===== config.mk =====
export PLATFORM = sky130hd
export DESIGN_NAME = uart_envio_resposta_flat
export DESIGN_NICKNAME = d
export VERILOG_FILES = /design/src/rtl/conexao_pkg.sv /design/src/rtl/uart_envio_resposta_if.sv /design/src/rtl/uart_tx_byte.sv /design/src/rtl/uart_envio_resposta.sv /design/src/flat_wrapper.sv
export SDC_FILE = /design/constraint.sdc
export NUM_CORES = 1
export LEC_CHECK = 0
export ABC_AREA = 1
export CORE_UTILIZATION = 50
export DETAILED_ROUTE_END_ITERATION = 12
export PLACE_DENSITY = 0.7
export SLEW_MARGIN = 20
export SYNTH_ARGS = -nofsm -noshare
export SYNTH_HDL_FRONTEND = slang
export SYNTH_SLANG_ARGS = --single-unit

===== constraint.sdc =====
create_clock -name clock -period 1.8 [get_ports clock]
set_clock_uncertainty 0.2 [all_clocks]
set_input_delay 0.45 -clock clock [delete_from_list [all_inputs] [get_ports clock]]
set_output_delay 0.45 -clock clock [all_outputs]
set_load 0.05 [all_outputs]

===== src/rtl/conexao_pkg.sv =====
`default_nettype none
// ============================================================================
// Module      : conexao_pkg
// Description : Shared definitions for the sensor-connection response path:
//               serialiser state codes, default bit timing and the response
//               command byte values.
// Revision    : 1.0 - initial release
// ============================================================================
package conexao_pkg;

    // 50 MHz system clock, 9600 baud
    localparam int unsigned c_DEFAULT_CLKS_PER_BIT = 5208;

    // State codes shared by the response sequencer and the byte serialiser
    localparam logic [2:0] c_ST_IDLE  = 3'd0;
    localparam logic [2:0] c_ST_START = 3'd1;
    localparam logic [2:0] c_ST_DATA  = 3'd2;
    localparam logic [2:0] c_ST_STOP  = 3'd3;
    localparam logic [2:0] c_ST_GAP   = 3'd4;
    localparam logic [2:0] c_ST_DONE  = 3'd5;

    // Response command bytes
    localparam logic [7:0] c_CMD_OK          = 8'h07;
    localparam logic [7:0] c_CMD_UMIDADE     = 8'h08;
    localparam logic [7:0] c_CMD_TEMPERATURA = 8'h09;
    localparam logic [7:0] c_CMD_FALHA       = 8'h1F;
    localparam logic [7:0] c_CMD_ERRO        = 8'h45;
    localparam logic [7:0] c_CMD_INVALIDO_A  = 8'hAA;
    localparam logic [7:0] c_CMD_INVALIDO_F  = 8'hFF;

    // True for command bytes that are not one of the two invalid markers
    function automatic logic cmd_is_valid(input logic [7:0] cmd);
        return (cmd != c_CMD_INVALIDO_A) && (cmd != c_CMD_INVALIDO_F);
    endfunction

endpackage
`default_nettype wire


===== src/rtl/uart_envio_resposta_if.sv =====
`default_nettype none
// ============================================================================
// Module      : uart_envio_resposta_if
// Description : Response hand-off from the sensor-connection block plus the
//               UART line and status flags of the response transmitter.
// Revision    : 1.0 - initial release
// ============================================================================
interface uart_envio_resposta_if;

    logic       dados_validos;
    logic [7:0] resp_command;
    logic [7:0] resp_value;
    logic       tx;
    logic       ocupado;
    logic       envio_concluido;
    logic       overflow;

    // Producer side: offers response pairs, watches the transmitter
    modport master (
        output dados_validos,
        output resp_command,
        output resp_value,
        input  tx,
        input  ocupado,
        input  envio_concluido,
        input  overflow
    );

    // Transmitter side
    modport slave (
        input  dados_validos,
        input  resp_command,
        input  resp_value,
        output tx,
        output ocupado,
        output envio_concluido,
        output overflow
    );

endinterface
`default_nettype wire


===== src/rtl/uart_tx_byte.sv =====
`default_nettype none
// ============================================================================
// Module      : uart_tx_byte
// Description : Serialises one byte as an 8N1 frame, LSB first. A new byte
//               may be started in the last stop-bit cycle (o_done high) so
//               consecutive frames are emitted back to back with no gap.
// Revision    : 1.0 - initial release
// ============================================================================
module uart_tx_byte
    import conexao_pkg::*;
#(
    parameter int unsigned CLKS_PER_BIT = c_DEFAULT_CLKS_PER_BIT
)(
    input  wire        clock,
    input  wire        reset,
    input  wire        i_start,
    input  wire  [7:0] i_data,
    output logic       o_tx,
    output logic       o_done
);

    localparam int unsigned     c_CW   = (CLKS_PER_BIT > 1) ? $clog2(CLKS_PER_BIT) : 1;
    localparam logic [c_CW-1:0] c_LAST = c_CW'(CLKS_PER_BIT - 1);

    logic [2:0]      r_state;
    logic [c_CW-1:0] r_cnt;
    logic [2:0]      r_bit_idx;
    logic [7:0]      r_shift;
    logic            r_tx;

    logic w_bit_end;

    assign w_bit_end = (r_cnt == c_LAST);
    assign o_done    = (r_state == c_ST_STOP) && w_bit_end;
    assign o_tx      = r_tx;

    // Frame sequencer; the baud counter restarts on every state entry
    always_ff @(posedge clock or negedge reset) begin
        if (!reset) begin
            r_state   <= c_ST_IDLE;
            r_cnt     <= '0;
            r_bit_idx <= '0;
            r_shift   <= '0;
            r_tx      <= 1'b1;
        end else begin
            case (r_state)
                c_ST_IDLE: begin
                    r_tx  <= 1'b1;
                    r_cnt <= '0;
                    if (i_start) begin
                        r_shift <= i_data;
                        r_tx    <= 1'b0;
                        r_state <= c_ST_START;
                    end
                end
                c_ST_START: begin
                    if (w_bit_end) begin
                        r_cnt     <= '0;
                        r_bit_idx <= '0;
                        r_tx      <= r_shift[0];
                        r_state   <= c_ST_DATA;
                    end else begin
                        r_cnt <= r_cnt + 1'b1;
                    end
                end
                c_ST_DATA: begin
                    if (w_bit_end) begin
                        r_cnt     <= '0;
                        r_bit_idx <= r_bit_idx + 3'd1;
                        if (r_bit_idx == 3'd7) begin
                            r_tx    <= 1'b1;
                            r_state <= c_ST_STOP;
                        end else begin
                            // next bit sits at position 1 before the shift lands
                            r_tx    <= r_shift[1];
                            r_shift <= {1'b0, r_shift[7:1]};
                        end
                    end else begin
                        r_cnt <= r_cnt + 1'b1;
                    end
                end
                c_ST_STOP: begin
                    if (w_bit_end) begin
                        r_cnt <= '0;
                        if (i_start) begin
                            r_shift <= i_data;
                            r_tx    <= 1'b0;
                            r_state <= c_ST_START;
                        end else begin
                            r_tx    <= 1'b1;
                            r_state <= c_ST_IDLE;
                        end
                    end else begin
                        r_cnt <= r_cnt + 1'b1;
                    end
                end
                default: begin
                    r_tx    <= 1'b1;
                    r_cnt   <= '0;
                    r_state <= c_ST_IDLE;
                end
            endcase
        end
    end

endmodule
`default_nettype wire


===== src/rtl/uart_envio_resposta.sv =====
`default_nettype none
// ============================================================================
// Module      : uart_envio_resposta
// Description : Sends each {command, value} response as two 8N1 frames
//               (command first). One pending slot queues a response that
//               arrives mid-transfer; a further one is dropped and flagged.
// Revision    : 1.0 - initial release
// ============================================================================
module uart_envio_resposta
    import conexao_pkg::*;
#(
    parameter int unsigned CLKS_PER_BIT = c_DEFAULT_CLKS_PER_BIT,
    parameter int unsigned GAP_BITS     = 0
)(
    input  wire                   clock,
    input  wire                   reset,
    uart_envio_resposta_if.slave  bus
);

    localparam logic [31:0] c_GAP_LAST = (GAP_BITS > 0) ? 32'(GAP_BITS * CLKS_PER_BIT - 1) : 32'd0;

    logic [2:0]  r_state;
    logic        r_byte_sel;
    logic [7:0]  r_act_val;
    logic [7:0]  r_pend_cmd;
    logic [7:0]  r_pend_val;
    logic        r_pend_full;
    logic [31:0] r_gap_cnt;
    logic        r_ocupado;
    logic        r_envio;
    logic        r_overflow;

    logic       w_tx;
    logic       w_byte_done;
    logic       w_boundary;
    logic       w_from_pend;
    logic       w_from_input;
    logic       w_new_pair;
    logic       w_second_byte;
    logic       w_ser_start;
    logic [7:0] w_ser_data;
    logic [7:0] w_next_val;
    logic       w_to_pend;
    logic       w_drop;

    // IDLE and DONE are the only points where a new pair may become active;
    // the pending slot always has priority over a fresh pulse there.
    assign w_boundary    = (r_state == c_ST_IDLE) || (r_state == c_ST_DONE);
    assign w_from_pend   = w_boundary && r_pend_full;
    assign w_from_input  = w_boundary && !r_pend_full && bus.dados_validos;
    assign w_new_pair    = w_from_pend || w_from_input;
    assign w_second_byte = (r_state == c_ST_START) && w_byte_done && !r_byte_sel;
    assign w_ser_start   = w_new_pair || w_second_byte;
    assign w_ser_data    = w_second_byte ? r_act_val
                         : (w_from_pend ? r_pend_cmd : bus.resp_command);
    assign w_next_val    = w_from_pend ? r_pend_val : bus.resp_value;

    // A pulse that does not go straight to active fills the pending slot if
    // it is free or is being emptied this very cycle; otherwise it is lost.
    assign w_to_pend = bus.dados_validos && !w_from_input && (!r_pend_full || w_from_pend);
    assign w_drop    = bus.dados_validos && !w_from_input && r_pend_full && !w_from_pend;

    uart_tx_byte #(
        .CLKS_PER_BIT (CLKS_PER_BIT)
    ) u_tx_byte (
        .clock   (clock),
        .reset   (reset),
        .i_start (w_ser_start),
        .i_data  (w_ser_data),
        .o_tx    (w_tx),
        .o_done  (w_byte_done)
    );

    assign bus.tx              = w_tx;
    assign bus.ocupado         = r_ocupado;
    assign bus.envio_concluido = r_envio;
    assign bus.overflow        = r_overflow;

    // One-entry pending buffer
    always_ff @(posedge clock or negedge reset) begin
        if (!reset) begin
            r_pend_full <= 1'b0;
            r_pend_cmd  <= '0;
            r_pend_val  <= '0;
        end else if (w_to_pend) begin
            r_pend_full <= 1'b1;
            r_pend_cmd  <= bus.resp_command;
            r_pend_val  <= bus.resp_value;
        end else if (w_from_pend) begin
            r_pend_full <= 1'b0;
        end
    end

    // Sticky overflow, cleared only by reset
    always_ff @(posedge clock or negedge reset) begin
        if (!reset) begin
            r_overflow <= 1'b0;
        end else if (w_drop) begin
            r_overflow <= 1'b1;
        end
    end

    // Response sequencer: command frame, value frame, optional gap, DONE
    always_ff @(posedge clock or negedge reset) begin
        if (!reset) begin
            r_state    <= c_ST_IDLE;
            r_byte_sel <= 1'b0;
            r_act_val  <= '0;
            r_gap_cnt  <= '0;
            r_ocupado  <= 1'b0;
            r_envio    <= 1'b0;
        end else begin
            r_envio <= 1'b0;
            case (r_state)
                c_ST_IDLE, c_ST_DONE: begin
                    r_byte_sel <= 1'b0;
                    r_ocupado  <= w_new_pair;
                    if (w_new_pair) begin
                        r_act_val <= w_next_val;
                        r_state   <= c_ST_START;
                    end else begin
                        r_state   <= c_ST_IDLE;
                    end
                end
                c_ST_START: begin
                    // both frames run inside the serialiser; here we only
                    // track which byte is on the line
                    r_ocupado <= 1'b1;
                    if (w_byte_done) begin
                        if (!r_byte_sel) begin
                            r_byte_sel <= 1'b1;
                        end else begin
                            r_gap_cnt <= '0;
                            if (GAP_BITS > 0) begin
                                r_state <= c_ST_GAP;
                            end else begin
                                r_state <= c_ST_DONE;
                                r_envio <= 1'b1;
                            end
                        end
                    end
                end
                c_ST_GAP: begin
                    r_ocupado <= 1'b1;
                    if (r_gap_cnt == c_GAP_LAST) begin
                        r_state <= c_ST_DONE;
                        r_envio <= 1'b1;
                    end else begin
                        r_gap_cnt <= r_gap_cnt + 32'd1;
                    end
                end
                default: begin
                    r_state   <= c_ST_IDLE;
                    r_ocupado <= r_pend_full;
                end
            endcase
        end
    end

endmodule
`default_nettype wire


===== src/flat_wrapper.sv =====
// flat-port wrapper written by rule: the top's interface ports become plain ports
module uart_envio_resposta_flat import conexao_pkg::*;
#(
    parameter int unsigned CLKS_PER_BIT = c_DEFAULT_CLKS_PER_BIT,
    parameter int unsigned GAP_BITS     = 0
)
  (clock, reset, bus_dados_validos, bus_resp_command, bus_resp_value, bus_tx, bus_ocupado, bus_envio_concluido, bus_overflow);
  uart_envio_resposta_if bus_i ();
  input  wire clock;
  input  wire reset;
  input wire logic [$bits(bus_i.dados_validos)-1:0] bus_dados_validos;
  input wire logic [$bits(bus_i.resp_command)-1:0] bus_resp_command;
  input wire logic [$bits(bus_i.resp_value)-1:0] bus_resp_value;
  output wire logic [$bits(bus_i.tx)-1:0] bus_tx;
  output wire logic [$bits(bus_i.ocupado)-1:0] bus_ocupado;
  output wire logic [$bits(bus_i.envio_concluido)-1:0] bus_envio_concluido;
  output wire logic [$bits(bus_i.overflow)-1:0] bus_overflow;
  assign bus_i.dados_validos = bus_dados_validos;
  assign bus_i.resp_command = bus_resp_command;
  assign bus_i.resp_value = bus_resp_value;
  assign bus_tx = bus_i.tx;
  assign bus_ocupado = bus_i.ocupado;
  assign bus_envio_concluido = bus_i.envio_concluido;
  assign bus_overflow = bus_i.overflow;
  uart_envio_resposta #(.CLKS_PER_BIT(CLKS_PER_BIT), .GAP_BITS(GAP_BITS)) u_core (.clock(clock), .reset(reset), .bus(bus_i));
endmodule

==> key figures, run 1 <==
Global route
  • First-pass GRT wire length: 24.5 mm
  • Initial antenna violation count: 0
  • Total gr overflow: 0
  • Gr usage total: 0.277
  • Pin count of the biggest net entering global routing: 48
  • Vias in the first global route: 5134

STA
  • Final Slew Violations: 0
  • Final worst-path cycle share: 1.09
  • Worst slew pin tran: 0.353 ns
  • PnR worst setup slack: -0.162 ns
  • RSZ-0062 raised after global routing: true
  • Setup tns final: -4.06 ns
  • Rel. slew slack: 0.764
  • Fin. Hold Viols: 0
  • Final setup violation count: 50
  • Max frequency: 510 MHz
  • Hold Slack: 0.297 ns
  • Final min period: 1.96 ns

CTS
  • Clk sinks: 90
  • Clock latency on the worst-skew pair: 0.37 ns
  • CTS H-tree depth: 3
  • CTS clk-pin slew, worst paths: 0.10 ns
  • Clock buffer depth: 2
  • CTS root buf: clkbuf_8
  • Num CTS Buffers: 9
  • CTS tree: built

Floorplan
  • Io pins: 23
  • Core area: 10500 um^2
  • Die H: 106 um
  • Die area: 11300 um^2
  • Site row count: 37
  • Chip Width: 106 um
  • Initial core utilization: 0.522

Setup path
  • Critical Path End Type: flip-flop
  • Worst setup SP type: flip-flop
  • R2r setup slk: -0.16 ns
  • Crit path top cell by count: nand2_1
  • Slowest CP cell: dfrtp_1
  • Critical Path Fanout Max: 8
  • WP data required: 1.92 ns
  • Crit-path cells: ha_2 > nand2_2 > inv_2 > nand2_2 > nor2_4 > nand4_1 > buf_6 > nand2_1 > nand3_1 > nand2_1 > nand2_1 > nand2_1
  • Arr. time, crit path: 2.08 ns
  • Slowest Stage Delay on Critical Path: 0.37 ns
  • RR Startpoint: u_core.u_tx_byte.r_cnt[1]
  • Reg-to-reg endpoint: u_core.u_tx_byte.r_shift[6]
  • R2R depth: 12
  • Setup CP Type: reg -> reg

Logic synthesis
  • Syn_area_per_cell: 7.05 um^2
  • Synth top cells by count: 256 x nand2_1, 108 x nor2_1, 89 x dfrtp_1
  • Yosys warns: 0
  • Area leader, netlist: dfrtp_1
  • Most frequent cell after synthesis: nand2_1
  • Yosys top cell area share: 0.408
  • Post-synthesis net count: 805
  • Post-synth ARST share: 1.00
  • Synth cell types: 34
  • Main flop type after synthesis: dfrtp_1
  • Register area share after synthesis: 0.413
  • Largest cells by area after synthesis: dfrtp_1 41%, nand2_1 18%, nor2_1 7.4%
  • FF+latch count, synth: 90
  • Post-synth EDFFs: 0
  • Mapped Cells: 774
  • Synthesized area: 5460 um^2

Drt
  • Final antenna-violating net count: 0
  • Wire length on met3: 952 um
  • Vias: 5476
  • Per-cell routed wire length: 15.1 um
  • Remaining DRCs: 0
  • Metal-1 WL: 7.37 mm
  • Top sig layer: met4
  • Routed wl met2: 7.22 mm
  • Final WL: 15.8 mm
  • Drt via density: 5.23
  • Pre-antenna DRT Iters: 7
  • Initial DRC Count: 362

Power
  • Pwr per Cell Area: 465 nW/um^2
  • Pleak: 3.60 nW
  • Maximum VDD drop: 0.361 mV

Placed design
  • RePlAce Congestion: 0.953
  • DP Cell Count: 1014
  • Pre-CTS WS: -0.210 ns
  • PortBufs: 22
  • DPL Wire Length: 10.6 mm

Hold path
  • Min-Delay Path Class: reg -> reg
  • Hold path startpoint: u_core.u_tx_byte.r_shift[2]
  • Hold Path Depth: 2
  • Hold Path End: u_core.u_tx_byte.r_shift[2]

Job
  • Max-Cap Viols: 0

Final layout
  • Synth-to-Final Area Change: 38.2%
  • Register area: 2250 um^2
  • Non-filler instance count after layout: 1048
  • Share of layout cells above drive strength 1: 0.315
  • Fillers: 833
  • Multi-input gate area: 3160 um^2
  • Nets: 938
  • Ant. Diodes: 0

Status
  • Failing checks: negative setup slack
  • Status: finished with violations
[routing by layer]
layer,up-vias,global-route usage
met3,24,0.0423
met1,2579,0.406
met2,164,0.419
met4,0,0.0910
met5,-,0
li1,2709,-
[what timing repair did]
| action | CTS | global route |
|---|---|---|
| resized for setup | 71 | 109 |
| setup buffers | 2 | 7 |
| hold buffers | 1 | 0 |
| setup endpoints to repair | 76 | 73 |
| gates cloned | 2 | 6 |
| hold endpoints to repair | 20 | 0 |
| pin swaps | 19 | 21 |
[logic make-up after synthesis]
| kind of cell | after synthesis | synth area share |
|---|---|---|
| compound gates | 82 | 0.0892 |
| flops | 90 | 0.413 |
| buf+inv | 108 | 0.0848 |
| fa+ha+maj | 12 | 0.0275 |
| mux | 2 | 0.00413 |
| simple gates | 458 | 0.346 |
| xor+xnor | 22 | 0.0353 |
[layout make-up]
type,instances,share of cell area
clock inverter,5,0.00497
tap,136,0.0226
inverter,85,0.0434
sequential,90,0.299
multi-input combinational,577,0.419
clock buffer,11,0.0201
timing repair buffer,144,0.191
[worst max-delay path: cells and delay by family, from the launching register on]
family                     cells  cell delay, ns
adders and majority gates      1            0.20
buffers and inverters          2            0.31
DFF                            1            0.37
and+or+nand+nor                9            0.84
[cells in the final DEF, fill, tap and decap left out, drive strengths merged]
cell type / count
or2: 4
nand2: 267
xor2: 18
nor3: 8
nand3: 51
clkinv: 3
dfrtp: 89
o21ba: 1
o31ai: 1
clkbuf: 17
a211oi: 2
dfstp: 1
clkinvlp: 3
clkdlybuf4s50: 17
nor4: 3
inv: 84
xnor2: 4
dlygate4sd3: 1
o21bai: 1
o211ai: 1
a21oi: 16
a2bb2oi: 1
a21o: 1
nor2: 114
mux2: 2
nand4: 12
ha: 12
o21ai: 58
buf: 120
[report_power, final]
group	internal, mW	leakage [nW]	switching [mW]
clock network	0.583	0.0919	0.766
logic	0.0615	2.35	0.0767
registers	2.02	1.17	0.000000000000000110
[sequential cells by signal (all words and copies together), names as in the netlist, 2 cells and up]
register                    flops
u_core.r_gap_cnt               32
u_core.u_tx_byte.r_cnt         13
u_core.r_act_val                8
u_core.r_pend_cmd               8
u_core.r_pend_val               8
u_core.u_tx_byte.r_shift        8
u_core.u_tx_byte.r_bit_idx      3
u_core.r_state                  2
u_core.u_tx_byte.r_state        2
[how the worst max path moves through the flow]
stage,to,start,slack (ns),cells after the start
2_1_floorplan,u_core.r_gap_cnt[18],u_core.u_tx_byte.r_cnt[0],-0.01,12
3_3_place_gp,u_core.u_tx_byte.r_shift[6],bus_dados_validos,-0.15,8
3_5_place_dp,u_core.u_tx_byte.r_cnt[10],u_core.u_tx_byte.r_cnt[1],-0.21,11
4_1_cts,u_core.u_tx_byte.r_state[0],u_core.u_tx_byte.r_cnt[9],-0.08,11
5_1_grt,u_core.u_tx_byte.r_shift[6],u_core.u_tx_byte.r_cnt[1],-0.30,12
6_report,u_core.u_tx_byte.r_shift[6],u_core.u_tx_byte.r_cnt[1],-0.16,12
[stage by stage]
step | total power [mW] | util | area (um^2)
2_1_floorplan | 2.09 | - | 5470
5_1_grt | 3.63 | 0.721 | 7550
6_report | 3.51 | 0.721 | 7550
3_3_place_gp | 2.18 | 0.629 | 6580
4_1_cts | 3.54 | 0.677 | 7080
3_5_place_dp | 2.19 | 0.629 | 6580
No activity file was read; power rests on OpenSTA's default activity.
==> run 2, diff against run 1 <==
--- a/config.mk
+++ b/config.mk
@@ -6,10 +6,8 @@
 export NUM_CORES = 1
 export LEC_CHECK = 0
 export ABC_AREA = 1
-export CORE_UTILIZATION = 50
+export CORE_UTILIZATION = 25
 export DETAILED_ROUTE_END_ITERATION = 12
-export PLACE_DENSITY = 0.7
-export SLEW_MARGIN = 20
 export SYNTH_ARGS = -nofsm -noshare
 export SYNTH_HDL_FRONTEND = slang
 export SYNTH_SLANG_ARGS = --single-unit
==> key figures, run 2 (synthesis results as in run 1) <==
Drt
  • Initial DRC Count: 236 (-35%)
  • Drt via density: 4.40 (-16%)
  • Pre-antenna DRT Iters: 5 (-2)
  • Final antenna-violating net count: 0 (unchanged)
  • Final WL: 14.1 mm (-11%)
  • Per-cell routed wire length: 11.9 um (-21%)
  • Remaining DRCs: 0 (unchanged)
  • Vias: 5233 (-4.4%)

STA
  • Worst slew pin tran: 0.329 ns (-0.0243 ns)
  • Hold Slack: 0.280 ns (-0.0170 ns)
  • Rel. slew slack: 0.778 (+0.0147)
  • RSZ-0062 raised after global routing: true
  • Final min period: 1.96 ns (-0.00454 ns)
  • PnR worst setup slack: -0.158 ns (+0.00454 ns)
  • Max frequency: 511 MHz (+0.23%)
  • Final worst-path cycle share: 1.09 (-0.00252)
  • Final setup violation count: 52 (+4.0%)
  • Fin. Hold Viols: 0 (unchanged)
  • Final Slew Violations: 0 (unchanged)

CTS
  • CTS H-tree depth: 3 (unchanged)
  • Num CTS Buffers: 9 (unchanged)
  • Clock latency on the worst-skew pair: 0.35 ns (-0.02 ns)
  • CTS root buf: clkbuf_16
  • Clock buffer depth: 2 (unchanged)
  • CTS tree: built
  • CTS clk-pin slew, worst paths: 0.06 ns (-0.04 ns)
  • Clk sinks: 90 (unchanged)

Global route
  • First-pass GRT wire length: 23.3 mm (-4.8%)
  • Vias in the first global route: 4979 (-3.0%)
  • Gr usage total: 0.131 (-0.146)
  • Met2 Use GR: 0.211 (-0.208)
  • Most Crowded Layer GR: met2
  • Initial antenna violation count: 0 (unchanged)
  • Met1 GRT Util: 0.171 (-0.234)
  • Total gr overflow: 0 (unchanged)
  • Pin count of the biggest net entering global routing: 35 (-27%)
  • Grt met3 use: 0.0320 (-0.0103)

Setup path
  • WP data required: 1.84 ns (-0.08 ns)
  • Arr. time, crit path: 2.00 ns (-0.08 ns)
  • Critical Path End Type: flip-flop
  • Crit. Startpoint: u_core.u_tx_byte.r_cnt[1]
  • Worst setup SP type: flip-flop
  • Slowest CP cell: dfrtp_1
  • Critical Path Fanout Max: 4 (-4)
  • Crit path top cell by count: nand2_2
  • Crit-path cells: ha_2 > nand2_2 > inv_2 > nand2_2 > nor2_4 > nand4_1 > nand2_2 > nand3_4 > buf_12 > clkbuf_16 > nand2_2 > o21ai_2
  • CP Buf/Inv Count: 3 (+1)
  • Setup CP Type: reg -> reg
  • Top delay family on crit path: simple AND/OR/NAND/NOR gates
  • Slowest Stage Delay on Critical Path: 0.35 ns (-0.02 ns)
  • RR Startpoint: u_core.u_tx_byte.r_cnt[1]

Floorplan
  • Chip Width: 150 um (+41%)
  • Initial core utilization: 0.257 (-0.265)
  • Io pins: 23 (unchanged)
  • Die H: 150 um (+41%)
  • Core area: 21200 um^2 (+100%)
  • Site row count: 53 (+43%)
  • Die area: 22400 um^2 (+98%)

Job
  • Max-Cap Viols: 0 (unchanged)

Power
  • Pleak: 3.64 nW (+0.94%)
  • Pwr per Cell Area: 540 nW/um^2 (+16%)
  • Maximum VDD drop: 0.401 mV (+11%)

Status
  • Failing checks: negative setup slack
  • Status: finished with violations

Final layout
  • Non-filler instance count after layout: 1189 (+13%)
  • Share of layout cells above drive strength 1: 0.283 (-0.0313)
  • Top flop regs: u_core.r_gap_cnt (32), u_core.u_tx_byte.r_cnt (13)
  • Utilization after layout: 0.363 (-0.359)
  • Nets: 940 (+0.21%)
  • Most flops, register: u_core.r_gap_cnt
  • Synth-to-Final Area Change: 41.0%
  • Most frequent cells in the layout: 213 x nand2_1, 106 x buf_4, 99 x nor2_1
  • Post-route cell area: 7700 um^2 (+2.0%)
  • Commonest non-fill, non-tap cell in the layout: nand2_1
  • Max reg flops: 32 (unchanged)
  • Ant. Diodes: 0 (unchanged)

Hold path
  • Min-Delay Path Class: reg -> reg
  • Hold path startpoint: u_core.u_tx_byte.r_bit_idx[2]

Placed design
  • RePlAce Congestion: 0.903 (-5.2%)
  • DPL Wire Length: 9.96 mm (-6.2%)
  • DP Cell Count: 1153 (+14%)
  • Post-DP Area: 6780 um^2 (+3.0%)
  • PortBufs: 22 (unchanged)
[run 2: final timing paths]
| path | cells after the start | slack [ns] | endpoint |
|---|---|---|---|
| max in group asynchronous | 3 | 0.50 | u_core.u_tx_byte.o_tx |
| setup reg to reg | 12 | -0.16 | u_core.r_gap_cnt[30] |
| hold / removal | 2 | 0.28 | u_core.u_tx_byte.r_bit_idx[2] |
| hold reg to reg | 2 | 0.28 | u_core.u_tx_byte.r_bit_idx[2] |
| min in group asynchronous | 2 | 0.35 | u_core.r_gap_cnt[16] |
| setup / recovery | 12 | -0.16 | u_core.r_gap_cnt[30] |
[run 2: layout make-up]
type	instances	area (um^2)
clock buffers	11	253
clock inverters	5	60.1
fillers	2176	13500
inverters	85	330
multi-input cells	576	3050
flip-flops and latches	90	2250
well taps	275	344
repair buffers	147	1410
[run 2: worst min-delay path: stages (launching register included)]
cell	delay, ns
dfrtp_1	0.35
nand2_1	0.05
nand2_1	0.05
[run 2: routing by layer]
| layer | part of all wire | up-vias |
|---|---|---|
| met5 | 0 | - |
| met4 | 0.025 | 0 |
| met3 | 0.035 | 27 |
| met2 | 0.46 | 94 |
| met1 | 0.48 | 2411 |
| li1 | - | 2701 |
[run 2: report_power, final]
group	internal [mW]	total (mW)	leakage [nW]	switching, mW
Sequential	2.02	2.02	1.17	0.000000000000000104
Clock	1.16	2.00	0.153	0.840
Combinational	0.0603	0.132	2.32	0.0714
Total	3.24	4.15	3.64	0.911
[run 2: stage by stage]
step / setup TNS, ns / setup WS (ns) / power, mW
finish: -5.92 / -0.158 / 4.15
global route: -10.65 / -0.255 / 4.31
detailed placement: -11.01 / -0.254 / 2.19
CTS: -4.84 / -0.144 / 4.22
global placement: -9.09 / -0.230 / 2.19
floorplan: -0.113 / -0.0145 / 2.09
[run 2: repair_timing]
action	in CTS	in global routing
pin swaps	4	20
hold buffers	1	0
gates resized for setup	47	63
setup endpoints to repair	63	62
gates cloned	2	3
hold endpoints to repair	17	0
setup buffers	6	9
==> run 3, diff against run 2 <==
--- a/config.mk
+++ b/config.mk
@@ -6,8 +6,11 @@
 export NUM_CORES = 1
 export LEC_CHECK = 0
 export ABC_AREA = 1
+export CORE_MARGIN = 3
 export CORE_UTILIZATION = 25
 export DETAILED_ROUTE_END_ITERATION = 12
+export SKIP_LAST_GASP = 1
+export SLEW_MARGIN = 20
 export SYNTH_ARGS = -nofsm -noshare
 export SYNTH_HDL_FRONTEND = slang
 export SYNTH_SLANG_ARGS = --single-unit
==> key figures, run 3 (synthesis results as in run 1) <==
Final layout
  • Post-route cell area: 7770 um^2 (+0.98%)
  • Synth-to-Final Area Change: 42.4%
  • Share of layout cells above drive strength 1: 0.285 (+0.00142)
  • Non-filler instance count after layout: 1202 (+1.1%)
  • Fillers: 2200 (+1.1%)
  • Top flop regs: u_core.r_gap_cnt (32), u_core.u_tx_byte.r_cnt (13)
  • Most frequent cells in the layout: 239 x nand2_1, 115 x buf_4, 95 x nor2_1
  • Ant. Diodes: 0 (unchanged)
  • Nets: 954 (+1.5%)
  • Max reg flops: 32 (unchanged)
  • Commonest non-fill, non-tap cell in the layout: nand2_1
  • Most flops, register: u_core.r_gap_cnt

Placed design
  • Pre-CTS WS: -0.275 ns (-0.0209 ns)
  • DP Cell Count: 1164 (+0.95%)
  • Post-DP Area: 6820 um^2 (+0.48%)
  • RePlAce Congestion: 0.894 (-1.0%)
  • PortBufs: 22 (unchanged)
  • DPL Wire Length: 10.1 mm (+1.7%)

Setup path
  • Worst setup SP type: flip-flop
  • RR Startpoint: u_core.u_tx_byte.r_cnt[0]
  • Critical Path End Type: flip-flop
  • R2R depth: 12 (unchanged)
  • Arr. time, crit path: 1.98 ns (-0.02 ns)
  • Setup CP Type: reg -> reg
  • Critical Path Fanout Max: 7 (+3)
  • Reg-to-reg endpoint: u_core.r_gap_cnt[4]
  • WP data required: 1.84 ns (about the same)
  • R2r setup slk: -0.14 ns (+0.02 ns)

Floorplan
  • Io pins: 23 (unchanged)
  • Die H: 154 um (+2.7%)
  • Die area: 23600 um^2 (+5.4%)
  • Initial core utilization: 0.257 (unchanged)
  • Core area: 21200 um^2 (unchanged)
  • Chip Width: 154 um (+2.7%)
  • Site row count: 53 (unchanged)

STA
  • Max frequency: 515 MHz (+0.86%)
  • Final Slew Violations: 0 (unchanged)
  • Worst slew pin tran: 0.291 ns (-0.0380 ns)
  • Final min period: 1.94 ns (-0.0167 ns)
  • PnR worst setup slack: -0.141 ns (+0.0167 ns)
  • Final worst-path cycle share: 1.08 (-0.00927)
  • Final setup violation count: 42 (-19%)
  • Fin. Hold Viols: 0 (unchanged)
  • RSZ-0062 raised after global routing: true
  • Rel. slew slack: 0.805 (+0.0269)
  • Setup tns final: -4.33 ns (+1.59 ns)

Drt
  • Per-cell routed wire length: 12.1 um (+2.2%)
  • Remaining DRCs: 0 (unchanged)
  • Drt via density: 4.42 (+0.34%)
  • Final antenna-violating net count: 0 (unchanged)
  • Initial DRC Count: 330 (+40%)
  • Final WL: 14.6 mm (+3.4%)
  • Vias: 5308 (+1.4%)
  • Pre-antenna DRT Iters: 5 (unchanged)

CTS
  • Clock buffer depth: 2 (unchanged)
  • Clk sinks: 90 (unchanged)
  • CTS H-tree depth: 3 (unchanged)
  • Num CTS Buffers: 9 (unchanged)
  • CTS root buf: clkbuf_16
  • CTS clk-pin slew, worst paths: 0.07 ns (about the same)
  • Clock latency on the worst-skew pair: 0.35 ns (about the same)
  • CTS tree: built

Power
  • Internal power: 3.15 mW (-2.7%)
  • Maximum VDD drop: 0.435 mV (+8.4%)
  • Clock network power share: 0.470 (-0.012)
  • Sw Ratio: 0.223 (+0.00314)
  • Pleak: 3.71 nW (+2.0%)
  • Psw: 0.903 mW (-0.92%)
  • Flop pwr share: 0.498 (+0.011)
  • Pwr per Cell Area: 522 nW/um^2 (-3.3%)
  • Power share of the combinational group: 0.032 (about the same)

Hold path
  • Hold Path End: u_core.u_tx_byte.r_shift[5]
  • Min-Delay Path Class: reg -> reg
  • Hold Path Depth: 2 (unchanged)
  • Hold path startpoint: u_core.u_tx_byte.r_shift[5]

Global route
  • Total gr overflow: 0 (unchanged)
  • Initial antenna violation count: 0 (unchanged)
  • First-pass GRT wire length: 23.8 mm (+2.0%)
  • Vias in the first global route: 5170 (+3.8%)
  • Gr usage total: 0.120 (-0.0111)
  • Pin count of the biggest net entering global routing: 40 (+14%)

Status
  • Status: finished with violations
  • Failing checks: negative setup slack

Job
  • Max-Cap Viols: 0 (unchanged)
[run 3: cell type report]
type	count	area, um^2	area share
sequential	90	2250	0.290
inverter	85	330	0.0425
tap	275	344	0.0443
multi-input combinational	576	3010	0.387
timing repair buffer	161	1540	0.198
clock inverter	6	67.6	0.00869
clock buffer	9	225	0.0290
[run 3: layer usage]
metal / share of wire / wire, um / up-vias / track usage
met5: 0 / 0 / - / 0
met4: 0.023 / 330 / 0 / 0.0433
met3: 0.033 / 484 / 21 / 0.0250
met2: 0.48 / 6930 / 99 / 0.201
met1: 0.47 / 6830 / 2463 / 0.154
li1: - / - / 2725 / -
[run 3: timing repair]
action | CTS | global route
endpoints found under the hold margin | 15 | 0
endpoints found under the setup margin | 68 | 74
pin swaps | 10 | 20
resized for setup | 52 | 58
hold buffers | 1 | 0
gates cloned | 0 | 10
setup buffers | 5 | 7
[run 3: metrics by stage]
stage	utilization	hold WS (ns)	power, mW
6_report	0.366	0.279	4.06
2_1_floorplan	-	-0.0456	2.09
5_1_grt	0.366	0.313	4.20
3_5_place_dp	0.321	0.153	2.19
4_1_cts	0.345	0.285	4.12
3_3_place_gp	0.321	0.155	2.19
[run 3: how the worst max path moves through the flow]
stage | start | endpoint | slack [ns]
2_1_floorplan | u_core.u_tx_byte.r_cnt[0] | u_core.r_gap_cnt[18] | -0.01
3_3_place_gp | bus_dados_validos | u_core.u_tx_byte.r_shift[0] | -0.24
3_5_place_dp | bus_dados_validos | u_core.u_tx_byte.r_shift[4] | -0.27
4_1_cts | u_core.r_gap_cnt[0] | u_core.r_gap_cnt[1] | -0.06
5_1_grt | u_core.u_tx_byte.r_cnt[1] | u_core.r_gap_cnt[0] | -0.24
6_report | u_core.u_tx_byte.r_cnt[0] | u_core.r_gap_cnt[4] | -0.14
[run 3: worst max-delay path: stages (launching register included)]
cell and delay, ns:
dfrtp_1 0.39, ha_4 0.17, nand2_4 0.06, inv_4 0.06, nand2_2 0.04, nor2_2 0.10
nand4_1 0.14, nand2_2 0.13, nand3_4 0.11, clkbuf_16 0.18, clkbuf_16 0.16, nand2_2 0.06
o21ai_2 0.04
[run 3: power by group through the flow]
stage               Sequential [mW]  Combinational [mW]  Clock, mW
global placement               2.06               0.128          0
floorplan                      2.06              0.0267          0
global route                   2.02               0.148       2.03
CTS                            2.02               0.132       1.97
detailed placement             2.06               0.127          0
finish                         2.02               0.129       1.91
==> patch 1, RTL diff (flow settings as in run 1) <==
Change the package constant `c_DEFAULT_CLKS_PER_BIT` from 5208 to 10416.
--- a/src/rtl/conexao_pkg.sv
+++ b/src/rtl/conexao_pkg.sv
@@ -9,7 +9,7 @@
 package conexao_pkg;
 
     // 50 MHz system clock, 9600 baud
-    localparam int unsigned c_DEFAULT_CLKS_PER_BIT = 5208;
+    localparam int unsigned c_DEFAULT_CLKS_PER_BIT = 10416;
 
     // State codes shared by the response sequencer and the byte serialiser
     localparam logic [2:0] c_ST_IDLE  = 3'd0;
Formal check against the unedited RTL: same outputs for any inputs over 10 cycles, from zero or initial values and one cycle with reset low; that may be too few to reach the edited logic, so the function may still have changed.
==> patch 1 against run 1 <==
- the flow still finishes with violations (setup timing)
- setup slack lost 0.068 ns
- area after synthesis grew 2.8%
- sequential cell count grew 1
- synthesized cell count grew 4.5%
- design area grew 1.3%
- die area grew 2.7%
- via count grew 4.7%
- routed wire length grew 0.47%
- power grew 3.3%
- sequential share of layout area is essentially flat
- critical endpoint is now u_core.u_tx_byte.r_state[1]
==> patch 1: results <==
yosys:
  synth_ff_type: "dfrtp_1"
  syn_nets: 840
  ys_seq_area_share_pct: 40.6
  synth_commonest_cells: "nand2_1, nor2_1, dfrtp_1, inv_1, o21ai_0"
  synth_cell_types: 36
placed_design:
  pre_cts_ws_ns: -0.255
  dpl.cell_count: 1033
  placed_area_sq_um: 6600
  gp_congestion: 0.898
  dp_hpwl_mm: 10.4
layout:
  stdcell_area_sq_um: 7640
  fin_nets: 967
  layout.nonclk_buf_share_pct: 17.8
  signal_buffers: 137
  nFlopsAndLatches: 91
  fill_cells: 861
  inverters_excl_clock: 93
  reg_top3: "u_core.r_gap_cnt x32, u_core.u_tx_byte.r_cnt x14"
  clkCellAreaFrac_pct: 2.54
  drive_gt1_share_pct: 27.3
  layout.cells.non_filler: 1081
clock_network:
  insertion_delay_ns: 0.39
timing:
  final-setup-viol-count: 57
  timing.hold.ws_ns: 0.275
  worstMarginPinSlew_ns: 0.468
  setup_slack_ns: -0.230
worst_setup_path:
  cp_data_arrival_time_ns: 2.11
  crit_end: "u_core.u_tx_byte.r_state[1]"
  reg2reg_from: "u_core.u_tx_byte.r_cnt[0]"
  cpPeakStageDelay_ns: 0.42
  cp_max_fo: 4
status:
  status: "finished, violations left"
  violations: "setup timing"
floorplan:
  die_x_microns: 108
pwr:
  pg_clk_mw: 1.45
  total_leakage_power_nw: 3.60
  internal_power_mw: 2.75
drt:
  dr.pass1.iters: 5
  via_per_inst: 5.30
  wl_mm: 15.9
  first_iter_violations: 336
global_route:
  grt_max_degree: 44
  grt_pass1_vias: 5528
  grt_use_total_pct: 27.2
-- patch 1: what timing repair did --
| item | CTS | global route |
|---|---|---|
| hold buffers | 1 | 0 |
| endpoints found under the setup margin | 69 | 74 |
| pin swaps | 9 | 30 |
| endpoints found under the hold margin | 17 | 0 |
| setup buffers | 14 | 10 |
| resized for setup | 45 | 134 |
| cloned | 2 | 6 |
-- patch 1: per-layer routing --
layer  track usage, %  part of all wire, %  vias to the layer above
li1                 -                    -                     2809
met1             32.6                   41                     2729
met2             47.4                   51                      151
met3             4.34                  3.9                       43
met4             13.1                  3.4                        0
met5                0                    0                        -
-- patch 1: cell families after synthesis --
kind of cell,count (synthesis),synth area share [%]
AND/OR/NAND/NOR,488,36.7
flip-flops,91,40.6
AO/OA/AOI/OAI,77,7.29
adder cells (fa/ha/maj),12,2.68
buffers and inverters,115,8.63
multiplexers,2,0.401
XOR/XNOR,24,3.75
==> patch 2, RTL diff (config.mk and constraints of run 1) <==
Made on the original files. Reset style: synchronous (`reset`), changed in 4 clocked blocks.
--- a/src/rtl/uart_tx_byte.sv
+++ b/src/rtl/uart_tx_byte.sv
@@ -35,7 +35,7 @@
     assign o_tx      = r_tx;
 
     // Frame sequencer; the baud counter restarts on every state entry
-    always_ff @(posedge clock or negedge reset) begin
+    always_ff @(posedge clock) begin
         if (!reset) begin
             r_state   <= c_ST_IDLE;
             r_cnt     <= '0;
--- a/src/rtl/uart_envio_resposta.sv
+++ b/src/rtl/uart_envio_resposta.sv
@@ -77,7 +77,7 @@
     assign bus.overflow        = r_overflow;
 
     // One-entry pending buffer
-    always_ff @(posedge clock or negedge reset) begin
+    always_ff @(posedge clock) begin
         if (!reset) begin
             r_pend_full <= 1'b0;
             r_pend_cmd  <= '0;
@@ -92,7 +92,7 @@
     end
 
     // Sticky overflow, cleared only by reset
-    always_ff @(posedge clock or negedge reset) begin
+    always_ff @(posedge clock) begin
         if (!reset) begin
             r_overflow <= 1'b0;
         end else if (w_drop) begin
@@ -101,7 +101,7 @@
     end
 
     // Response sequencer: command frame, value frame, optional gap, DONE
-    always_ff @(posedge clock or negedge reset) begin
+    always_ff @(posedge clock) begin
         if (!reset) begin
             r_state    <= c_ST_IDLE;
             r_byte_sel <= 1'b0;
Formal check against the unedited RTL: differs if reset is asserted again (counterexample within 4 cycles, from zero or initial values and one cycle with reset low); with reset held inactive, the same outputs for 10 cycles.
==> patch 2 against run 1 <==
- the run still ends with setup timing left
- fmax shrank 6.0%
- die area fell by 3.5%
- design area shrank 5.0%
- cell count increased by 3.4%
- area after synthesis fell by 3.6%
- synthesized cell count rose by 6.8%
- sequential cell count unchanged
- first-iteration DRC count down 16%
- routed wire length down 6.6%
- critical endpoint is now u_core.u_tx_byte.r_shift[1]
- setup slack got worse by 0.13 ns
- critical path type unchanged
Power is not compared: it rests on default switching activity, and its combinational part moved more than twofold at a synthesized area within 25%.
==> patch 2: results <==
status:
  status: "finished, violations left"
  violations: "setup timing"
global_route:
  grt_pass1_wl_mm: 23.6
  grt_pass1_vias: 5453
  grt_use_met2_pct: 46.9
  grt_max_degree: 28
  use_met1_pct: 32.6
drt:
  via_per_inst: 5.20
  wl_met1_mm: 6.43
  wl_met2_mm: 7.29
yosys:
  synth_xor_area_share_pct: 3.50
  synth_ff_type: "dfxtp_1"
  syn_nets: 858
  synth_compound_area_share_pct: 13.6
  synth_commonest_cells: "nand2_1, nor2_1, inv_1, dfxtp_1, a21oi_1"
  synth_cell_types: 28
  synth_mux_area_share_pct: 0
  ys_async_sr_fraction_pct: 0
  synth_area_leaders: "dfxtp_1, nand2_1, nor2_1, inv_1, a21oi_1"
worst_setup_path:
  crit_end: "u_core.u_tx_byte.r_shift[1]"
  reg2reg_depth: 11
  crit_slowest_cell: "dfxtp_1"
  cp_max_fo: 6
  crit_start: "u_core.u_tx_byte.r_cnt[2]"
layout:
  fin_nets: 976
  layout.cells.non_filler: 1084
  fill_cells: 908
  drive_gt1_share_pct: 29.9
clock_network:
  cts.clk_slew.worst_paths_ns: 0.08
placed_design:
  dp_hpwl_mm: 10.3
timing:
  final-setup-viol-count: 46
  setup_slack_ns: -0.288
## patch 2: cell type report
type / instances / share of cell area, %
Clock inverter: 3 / 0.244
Sequential cell: 90 / 25.2
Multi-Input combinational cell: 610 / 47.1
Clock buffer: 11 / 1.97
Timing Repair Buffer: 136 / 17.9
Tap cell: 136 / 2.37
Inverter: 98 / 5.18
## patch 2: through the flow
| stage | setup slack, ns | setup TNS [ns] | hold slack [ns] | cell area, sq um |
|---|---|---|---|---|
| 4_1_cts | -0.142 | -4.85 | 0.249 | 6850 |
| 3_3_place_gp | -0.219 | -5.25 | 0.232 | 6400 |
| 2_1_floorplan | -0.00781 | -0.00781 | 0.208 | 5280 |
| 5_1_grt | -0.420 | -14.40 | 0.266 | 7170 |
| 6_report | -0.288 | -8.30 | 0.248 | 7170 |
| 3_5_place_dp | -0.273 | -7.99 | 0.237 | 6400 |
## patch 2: timing repair
item	in CTS	in global routing
setup endpoints to repair	49	75
pin swaps	22	31
resized for setup	52	89
setup buffers	6	5
gates cloned	2	3
